$ cat src/rtl/ctrl_pkg.sv
// ctrl_pkg: shared types and constants for the multicycle controller.
//   state_e   - controller states
//   opclass_e - instruction class latched in DECODE
//   OPC_*     - recognised opcodes, ALUOP_* - ALU control classes
//   is_legal/op_class - opcode decode helpers
package ctrl_pkg;

  typedef enum logic [3:0] {
    S_START, S_FETCH, S_DECODE, S_EXEC_R, S_EXEC_I, S_ADDR,
    S_MEM_RD, S_MEM_WR, S_BRANCH, S_WB, S_IDLE, S_FAULT
  } state_e;

  typedef enum logic [2:0] {
    OP_R, OP_I, OP_LOAD, OP_STORE, OP_BRANCH
  } opclass_e;

  localparam logic [6:0] OPC_R      = 7'b0110011;
  localparam logic [6:0] OPC_I      = 7'b0010011;
  localparam logic [6:0] OPC_LOAD   = 7'b0000011;
  localparam logic [6:0] OPC_STORE  = 7'b0100011;
  localparam logic [6:0] OPC_BRANCH = 7'b1100011;

  localparam logic [1:0] ALUOP_ADD   = 2'b00;
  localparam logic [1:0] ALUOP_CMP   = 2'b01;
  localparam logic [1:0] ALUOP_FUNCT = 2'b10;

  function automatic logic is_legal(input logic [6:0] opc);
    return (opc == OPC_R) || (opc == OPC_I) || (opc == OPC_LOAD) ||
           (opc == OPC_STORE) || (opc == OPC_BRANCH);
  endfunction

  // Undecodable opcodes map to OP_R; callers gate with is_legal().
  function automatic opclass_e op_class(input logic [6:0] opc);
    case (opc)
      OPC_I:      return OP_I;
      OPC_LOAD:   return OP_LOAD;
      OPC_STORE:  return OP_STORE;
      OPC_BRANCH: return OP_BRANCH;
      default:    return OP_R;
    endcase
  endfunction

endpackage

$ cat src/rtl/ctrl_timer.sv
// ctrl_timer: clearable up-counter with terminal-count compare.
//   clk_i, reset_i - clock, async active-high reset
//   clr_i          - synchronous clear (wins over en_i)
//   en_i           - count enable
//   tc_i           - terminal count value
//   hit_o          - count currently equals tc_i
module ctrl_timer #(
  parameter int W = 8
) (
  input  logic         clk_i,
  input  logic         reset_i,
  input  logic         clr_i,
  input  logic         en_i,
  input  logic [W-1:0] tc_i,
  output logic         hit_o
);

  logic [W-1:0] cnt_q;

  always_ff @(posedge clk_i or posedge reset_i) begin
    if (reset_i)    cnt_q <= '0;
    else if (clr_i) cnt_q <= '0;
    else if (en_i)  cnt_q <= cnt_q + 1'b1;
  end

  assign hit_o = (cnt_q == tc_i);

endmodule

$ cat src/rtl/multicycle_ctrl.sv
// multicycle_ctrl: multicycle processor control FSM.
//   clk, reset (async, active-high), run (execution enable),
//   power (gates startpc), opcode (sampled in DECODE),
//   mem_ready (memory completion) -> datapath controls alusrc, mem2reg,
//   regwrite, memread, memwrite, branch, writepc, startpc, aluop[1:0],
//   and fault (halted in FAULT).
// Parameters: MEM_TIMEOUT (0 = no timeout), IDLE_CYCLES (0..15).
// Optional feature: define CTRL_ILLEGAL_TRAP_EN to trap undecodable
// opcodes into FAULT; otherwise they return the controller to START.
module multicycle_ctrl
  import ctrl_pkg::*;
#(
  parameter int MEM_TIMEOUT = 255,
  parameter int IDLE_CYCLES = 1
) (
  input  logic       clk,
  input  logic       reset,
  input  logic       run,
  input  logic       power,
  input  logic [6:0] opcode,
  input  logic       mem_ready,
  output logic       alusrc,
  output logic       mem2reg,
  output logic       regwrite,
  output logic       memread,
  output logic       memwrite,
  output logic       branch,
  output logic       writepc,
  output logic       startpc,
  output logic [1:0] aluop,
  output logic       fault
);

  localparam int WAIT_W = (MEM_TIMEOUT < 2) ? 1 : $clog2(MEM_TIMEOUT + 1);
  localparam logic [WAIT_W-1:0] WAIT_TC = WAIT_W'(MEM_TIMEOUT);
  localparam logic [3:0] IDLE_TC = (IDLE_CYCLES > 0) ? 4'(IDLE_CYCLES - 1) : 4'd0;
  // Where an instruction goes on completion; IDLE is skipped entirely at 0.
  localparam state_e DONE_ST = (IDLE_CYCLES == 0) ? S_FETCH : S_IDLE;

  state_e   state_q;
  opclass_e cls_q;
  logic     in_mem, wait_hit, idle_hit, mem_to;

  assign in_mem = (state_q == S_MEM_RD) || (state_q == S_MEM_WR);

  // Held clear outside MEM_*, so every memory access starts from 0.
  ctrl_timer #(.W(WAIT_W)) u_wait (
    .clk_i(clk), .reset_i(reset),
    .clr_i(!in_mem), .en_i(in_mem && !mem_ready),
    .tc_i(WAIT_TC), .hit_o(wait_hit)
  );

  ctrl_timer #(.W(4)) u_idle (
    .clk_i(clk), .reset_i(reset),
    .clr_i(state_q != S_IDLE), .en_i(state_q == S_IDLE),
    .tc_i(IDLE_TC), .hit_o(idle_hit)
  );

  // mem_ready is checked first in the FSM, so it wins a tie with this.
  assign mem_to = (MEM_TIMEOUT != 0) && wait_hit && !mem_ready;

  always_ff @(posedge clk or posedge reset) begin
    if (reset) begin
      state_q <= S_START;
      cls_q   <= OP_R;
    end else if (power && !run && state_q != S_FAULT) begin
      state_q <= S_START;
    end else begin
      case (state_q)
        S_START:  state_q <= S_FETCH;
        S_FETCH:  if (run) state_q <= S_DECODE;
        S_DECODE: begin
          if (is_legal(opcode)) begin
            cls_q <= op_class(opcode);
            case (op_class(opcode))
              OP_R:              state_q <= S_EXEC_R;
              OP_I:              state_q <= S_EXEC_I;
              OP_LOAD, OP_STORE: state_q <= S_ADDR;
              default:           state_q <= S_BRANCH;
            endcase
          end else begin
`ifdef CTRL_ILLEGAL_TRAP_EN
            state_q <= S_FAULT;
`else
            state_q <= S_START;
`endif
          end
        end
        S_EXEC_R, S_EXEC_I: state_q <= S_WB;
        S_ADDR:   state_q <= (cls_q == OP_LOAD) ? S_MEM_RD : S_MEM_WR;
        S_MEM_RD: begin
          if (mem_ready)   state_q <= S_WB;
          else if (mem_to) state_q <= S_FAULT;
        end
        S_MEM_WR: begin
          if (mem_ready)   state_q <= DONE_ST;
          else if (mem_to) state_q <= S_FAULT;
        end
        S_BRANCH, S_WB: state_q <= DONE_ST;
        S_IDLE:   if (idle_hit) state_q <= S_FETCH;
        S_FAULT:  state_q <= S_FAULT;
        default:  state_q <= S_START;
      endcase
    end
  end

  always_comb begin
    alusrc   = 1'b0;
    mem2reg  = 1'b0;
    regwrite = 1'b0;
    memread  = 1'b0;
    memwrite = 1'b0;
    branch   = 1'b0;
    writepc  = 1'b0;
    startpc  = 1'b0;
    aluop    = ALUOP_ADD;
    fault    = 1'b0;
    case (state_q)
      S_START:  startpc = power;
      S_FETCH:  begin writepc = 1'b1; startpc = power; end
      S_EXEC_R: aluop = ALUOP_FUNCT;
      S_EXEC_I: begin aluop = ALUOP_FUNCT; alusrc = 1'b1; end
      S_ADDR:   begin aluop = ALUOP_ADD; alusrc = 1'b1; end
      S_MEM_RD: begin memread = 1'b1; alusrc = 1'b1; end
      S_MEM_WR: begin memwrite = 1'b1; alusrc = 1'b1; end
      S_BRANCH: begin aluop = ALUOP_CMP; branch = 1'b1; end
      S_WB:     begin regwrite = 1'b1; mem2reg = (cls_q == OP_LOAD); end
      S_FAULT:  fault = 1'b1;
      default:  ;
    endcase
  end

endmodule

$ cat config.mk
export PLATFORM = sky130hd
export DESIGN_NAME = multicycle_ctrl
export DESIGN_NICKNAME = d
export VERILOG_FILES = /design/src/rtl/ctrl_pkg.sv /design/src/rtl/ctrl_timer.sv /design/src/rtl/multicycle_ctrl.sv
export SDC_FILE = /design/constraint.sdc
export NUM_CORES = 1
export LEC_CHECK = 0
export ABC_CLOCK_PERIOD_IN_PS = 3400
export CAP_MARGIN = 20
export CORE_UTILIZATION = 55
export CTS_CLUSTER_SIZE = 24
export DETAILED_ROUTE_END_ITERATION = 10
export PLACE_DENSITY = 0.93
export SLEW_MARGIN = 5
export SYNTH_ARGS = -nofsm -noshare
export SYNTH_HDL_FRONTEND = slang
export SYNTH_SLANG_ARGS = --single-unit
$ cat constraint.sdc
create_clock -name clk -period 3.4 [get_ports clk]
set_input_delay 0.68 -clock clk [delete_from_list [all_inputs] [get_ports clk]]
set_output_delay 0.68 -clock clk [all_outputs]
set_load 0.03 [all_outputs]
; ---- Yosys cells after proc, flatten, opt, wreduce, memory -nomap -nowiden
; Cells that the tools add are included.
[word_totals]
register_bits = 19
input_bits = 12
word_cells = 83
[op_classes]
eq_ne = 26
n_bitwise = 1
n_mux = 28
n_reduce_logical = 22
addsub = 2
[ops]
columns = operator, count
row1 = $pmux 4 s10, 1
row2 = $mux 4, 9
row3 = $eq 4x3->1 const B, 4
row4 = $eq 4x4->1 const B, 4
row5 = $mux 8, 2
row6 = $eq 7x6->1 const B, 2
row7 = $pmux 3 s4, 1
row8 = $pmux 4 s3, 1
row9 = $mux 1, 10
row10 = $eq 3x2->1 const B, 3
row11 = $mux 3, 3
row12 = $add 8x1->8 const B, 1
row13 = $eq 4x2->1 const B, 2
row14 = $eq 8x8->1 const B, 1
row15 = $logic_not 4->1, 2
row16 = $ne 4x4->1 const B, 2
row17 = $reduce_or 2->1, 4
row18 = $eq 7x2->1 const B, 1
row19 = $eq 7x5->1 const B, 1
row20 = $eq 7x7->1 const B, 1
row21 = $ne 3x3->1 const B, 2
row22 = $logic_or 1x1->1, 5
row23 = $add 4x1->4 const B, 1
row24 = $eq 4x1->1 const B, 1
row25 = 11 further kinds, 15

; ---- Logic depth before layout (Yosys ltp)
[logic_depth]
word_depth = 14
depth_mapped = 6

; ---- Cells and area by module
; From an unflattened synthesis, not the netlist that was laid out.
[unflattened]
cells_unflattened = 159
hier_area_um2 = 1390.1
[modules_own_cells]
columns = module, area_per_inst_um2, seq_area_each_um2, cells_per_inst, instances
row1 = multicycle_ctrl, 674.4, 175.2, 87, 1
row2 = ctrl_timer (u_wait), 478.0, 200.2, 50, 1
row3 = ctrl_timer (u_idle), 237.7, 100.1, 22, 1

; ---- Worst setup path after synthesis
; OpenSTA, ideal clock, no wires.
[synth_timing]
path_type = register -> output
startpoint = register state_q[3]
endpoint = output aluop[0]
t_arrival_ps = 1658
stages_incl_launch_ff = 5
slack_ps = 1062
cell_sequence = dfrtp_1 > buf_4 > nand2b_1 > nor3_1 > buf_4
[synth_via]
elab_chain_cells = 3
[synth_rtl]
columns = item, line
row1 = "start, declared", multicycle_ctrl.sv:40  ; state_e state_q;
row2 = "start signal, assigned", multicycle_ctrl.sv:90  ; S_ADDR: state_q <= (cls_q == OP_LOAD) ? S_MEM_RD : S_MEM_WR;
row3 = $eq 4x3->1 or $eq 4x2->1 (tied branches), multicycle_ctrl.sv:118  ; case (state_q)
row4 = $reduce_or 2->1 (no source line), --
row5 = $pmux 2 s2 *, multicycle_ctrl.sv:118
row6 = "end, declared", multicycle_ctrl.sv:30  ; output logic [1:0] aluop,
; Mark *: on every way between the ends. The rest lies on a longest branch, timed or not.

; ---- Worst setup path in the final report
[layout_timing]
startpoint = register state_q[1]
endpoint = output aluop[1]
; The elaborated chain is that of the path after synthesis.

==> impl_results.md <==
* Fill count at 194
* Vias in the first global route at 1,033
* CP arrival at 2.09 ns
* Slew Limit Headroom at 54.10%
* Crit Path Category: reg -> out
* Mapped Cells at 148
* Layout Skew at 0.002349 ns
* Final Non-Filler Cells at 195
* Maximum vdd drop at 0.0003006 V
* First-pass GRT wire length at 4.305 mm
* Maximum clock frequency at 361.5 MHz
* Area grow syn2layout at 17.94%
* CTS Buffer Depth at 2
* P_leak at 0.6637 nW
* Largest net degree at the start of global routing at 20
* Post-synth EDFFs at 0
* Root buffer cell: clkbuf_4
* Dpl hpwl at 2.059 mm
* WP data required at 2.72 ns
* Initial cell density of the core at 58.31%
* Die area at 0.002543 mm2
* Seq/Total Area, Yosys at 36.86%
* Clk_lat worst skew at 0.31 ns
* Row Count at 17
* Aggregate global routing overflow at 0
* Busiest grt layer: met2
* Unrepaired setup endpoints after global routing: false
* Drt wl/cell at 13.48 um
* Mean Syn Cell Area at 8.716 um2
* CP Launch Type: flip-flop
* 1st-iter DRT viols at 32
* Vias at 1,124
* Share of flip-flops with an asynchronous set or reset at 100.0%
* Synthesis-stage register bit count at 19
* DR pass1 iterations at 4
* # resized after CTS at 0
* Buffers on Ports at 22
* Io pins at 23
* Post-Route WL at 2.628 mm
* CP most frequent cell: nor2_1
* Outcome: finished, final reports clean
* TritonCTS buffer count at 3
* Core footprint at 0.002212 mm2
* Ant diodes at 0
* Die Ht at 50.43 um
* Critical Path, Cell by Cell: nand2_2 > nor2_1 > a21oi_1 > nor2_1 > clkdlybuf4s50_1
* Hold WC Path Type: reg -> reg
* CP delay by family, top: buffers and inverters
* Delay of the slowest cell on the worst path at 0.67 ns
* Clock sinks at 19
* Cell count after placement at 191
* # Post-CTS Setup Buffers at 0
* Syn nets at 163
* Area occupied by multi-input gates at 734.5 um2
* PD cells at 475.0 mW/mm2
* Die W at 50.43 um
* GPL Wtd Cong at 0.8772
* Fin. Hold Viols at 0
* GRT met1 Usage at 25.93%
* Met3 GRT Util at 4.545%
* Final net count at 183
* Met2 track demand over resource at 40.89%
* Gr usage total at 22.76%
* Antenna Nets Post-Route at 0
* CP Buf/Inv Count at 1
* CTS H-tree lvls at 1
* TritonCTS clock tree: done
* Slowest cell on crit path: clkdlybuf4s50_1
* Initial antenna violation count at 0
* Share of cells above drive strength 1 at 7.784%
* Final setup viols at 0
* Synth Flop Type: dfrtp_1
* Synth unique cells at 42
* Ys Warns at 0
* CTS clk-pin slew, worst paths at 0.11 ns
* Worst Path Max Fanout at 12
* CTS Hold Buffers Added at 0
* Final min period at 2.766 ns
* Final worst-path cycle share at 81.36%
* Vias per cell at 5.764
* Reported max-cap violation count at 0
* Count of final max-slew check failures at 0
* Post-route DRC at 0
* Measured slew at the worst slew-check pin at 0.6877 ns
* Register Area at 475.5 um2
* Syn Std Cell Area at 0.001290 mm2
* Fin Setup TNS at 0 ns
* Worst Setup End Kind: output pin
-- worst paths after layout --
| kind | start | endpoint | slack, ns | depth (start not counted) |
|---|---|---|---|---|
| max | state_q[1] | aluop[1] | 0.63 | 5 |
| min in group asynchronous | reset | u_idle.cnt_q[3] | 0.76 | 2 |
| min reg2reg | u_idle.cnt_q[0] | u_idle.cnt_q[0] | 0.49 | 1 |
| min | u_idle.cnt_q[0] | u_idle.cnt_q[0] | 0.49 | 1 |
| max reg2reg | state_q[3] | state_q[3] | 1.81 | 5 |
| max in group asynchronous | reset | cls_q[0] | 2.20 | 2 |
-- registers in the layout, indices dropped and copies added (netlist names) --
name / cells
state_q: 4
u_idle.cnt_q: 4
cls_q: 3
u_wait.cnt_q: 8
-- cells in the final DEF, fill, tap and decap left out, types with 2 or more instances in the layout --
master / n
nor3_1: 6
a21oi_1: 9
xor2_1: 5
inv_1: 7
nand3_1: 3
o21bai_1: 2
o22a_1: 2
or3_1: 2
a32oi_1: 3
nand4b_4: 2
clkdlybuf4s50_1: 22
o21ai_0: 4
nand2_2: 2
nor2_1: 26
and3_1: 2
nand2b_1: 4
clkbuf_4: 3
and2b_1: 2
xnor2_1: 3
a31oi_1: 2
dfrtp_1: 19
nand4_1: 2
nand2_1: 9
ha_1: 3
nor2b_1: 3
o21ai_1: 5
-- synthesized netlist by cell type (all sizes together), types with 2 or more instances --
library cell,number,area (um2)
xnor2,3,26.28
and4bb,2,25.02
o22a,2,17.52
nor2,26,97.59
a32oi,3,26.28
or3,2,12.51
a21oi,9,45.04
nand4b,2,47.55
nand4,2,12.51
nand2,11,46.29
nor2b,3,18.77
a31oi,2,12.51
o21bai,2,15.01
o21ai,9,45.04
xor2,5,43.79
inv,7,26.28
and3,2,12.51
nand3,3,15.01
and2b,2,15.01
nor3b,2,20.02
nand2b,5,38.78
dfrtp,19,475.5
ha,3,37.54
nor3,6,30.03
buf,6,50.04
-- power breakdown --
| part | internal, mW | switching [mW] | total, mW |
|---|---|---|---|
| clock network | 0.0450 | 0.0735 | 0.118 |
| registers | 0.248 | 0.0542 | 0.302 |
| logic | 0.139 | 0.163 | 0.302 |
-- per-layer routing --
| metal | wire length (um) | vias up |
|---|---|---|
| met2 | 1343 | 35 |
| met4 | 39 | 0 |
| met5 | 0 | - |
| li1 | - | 554 |
| met3 | 135 | 5 |
| met1 | 1109 | 530 |
-- cell families after synthesis --
| family | count (synthesis) | share of synthesized area (%) |
|---|---|---|
| xor gates and xnor gates | 8 | 5.432 |
| DFF | 19 | 36.86 |
| muxes | 1 | 0.7760 |
| AOI/OAI and AO/OA | 31 | 15.13 |
| buffers and inverters | 14 | 6.207 |
| and+or+nand+nor | 72 | 32.69 |
| adders and majority gates | 3 | 2.910 |
-- per-stage QoR --
stage / hold slack (ns) / cell area [um2] / total power, mW / setup slack [ns] / util (%)
6_report: 0.4857 / 1521 / 0.7227 / 0.6339 / 68.78
5_1_grt: 0.5136 / 1521 / 0.7663 / 0.4937 / 68.78
4_1_cts: 0.4899 / 1521 / 0.7223 / 0.6434 / 68.78
3_5_place_dp: 0.4748 / 1491 / 0.6052 / 0.6555 / 67.42
3_3_place_gp: 0.4652 / 1491 / 0.5976 / 0.7017 / 67.42
2_1_floorplan: 0.4492 / 1290 / 0.5346 / 1.062 / -
-- layout make-up --
cell class	count	share of cell area, %
multi-input combinational	115	48.27
sequential	19	31.25
timing repair buffer	22	14.47
tap	28	2.303
inverter	7	1.727
clock buffer	3	1.480
clock inverter	1	0.4934
Power figures use the tool's default switching activity.
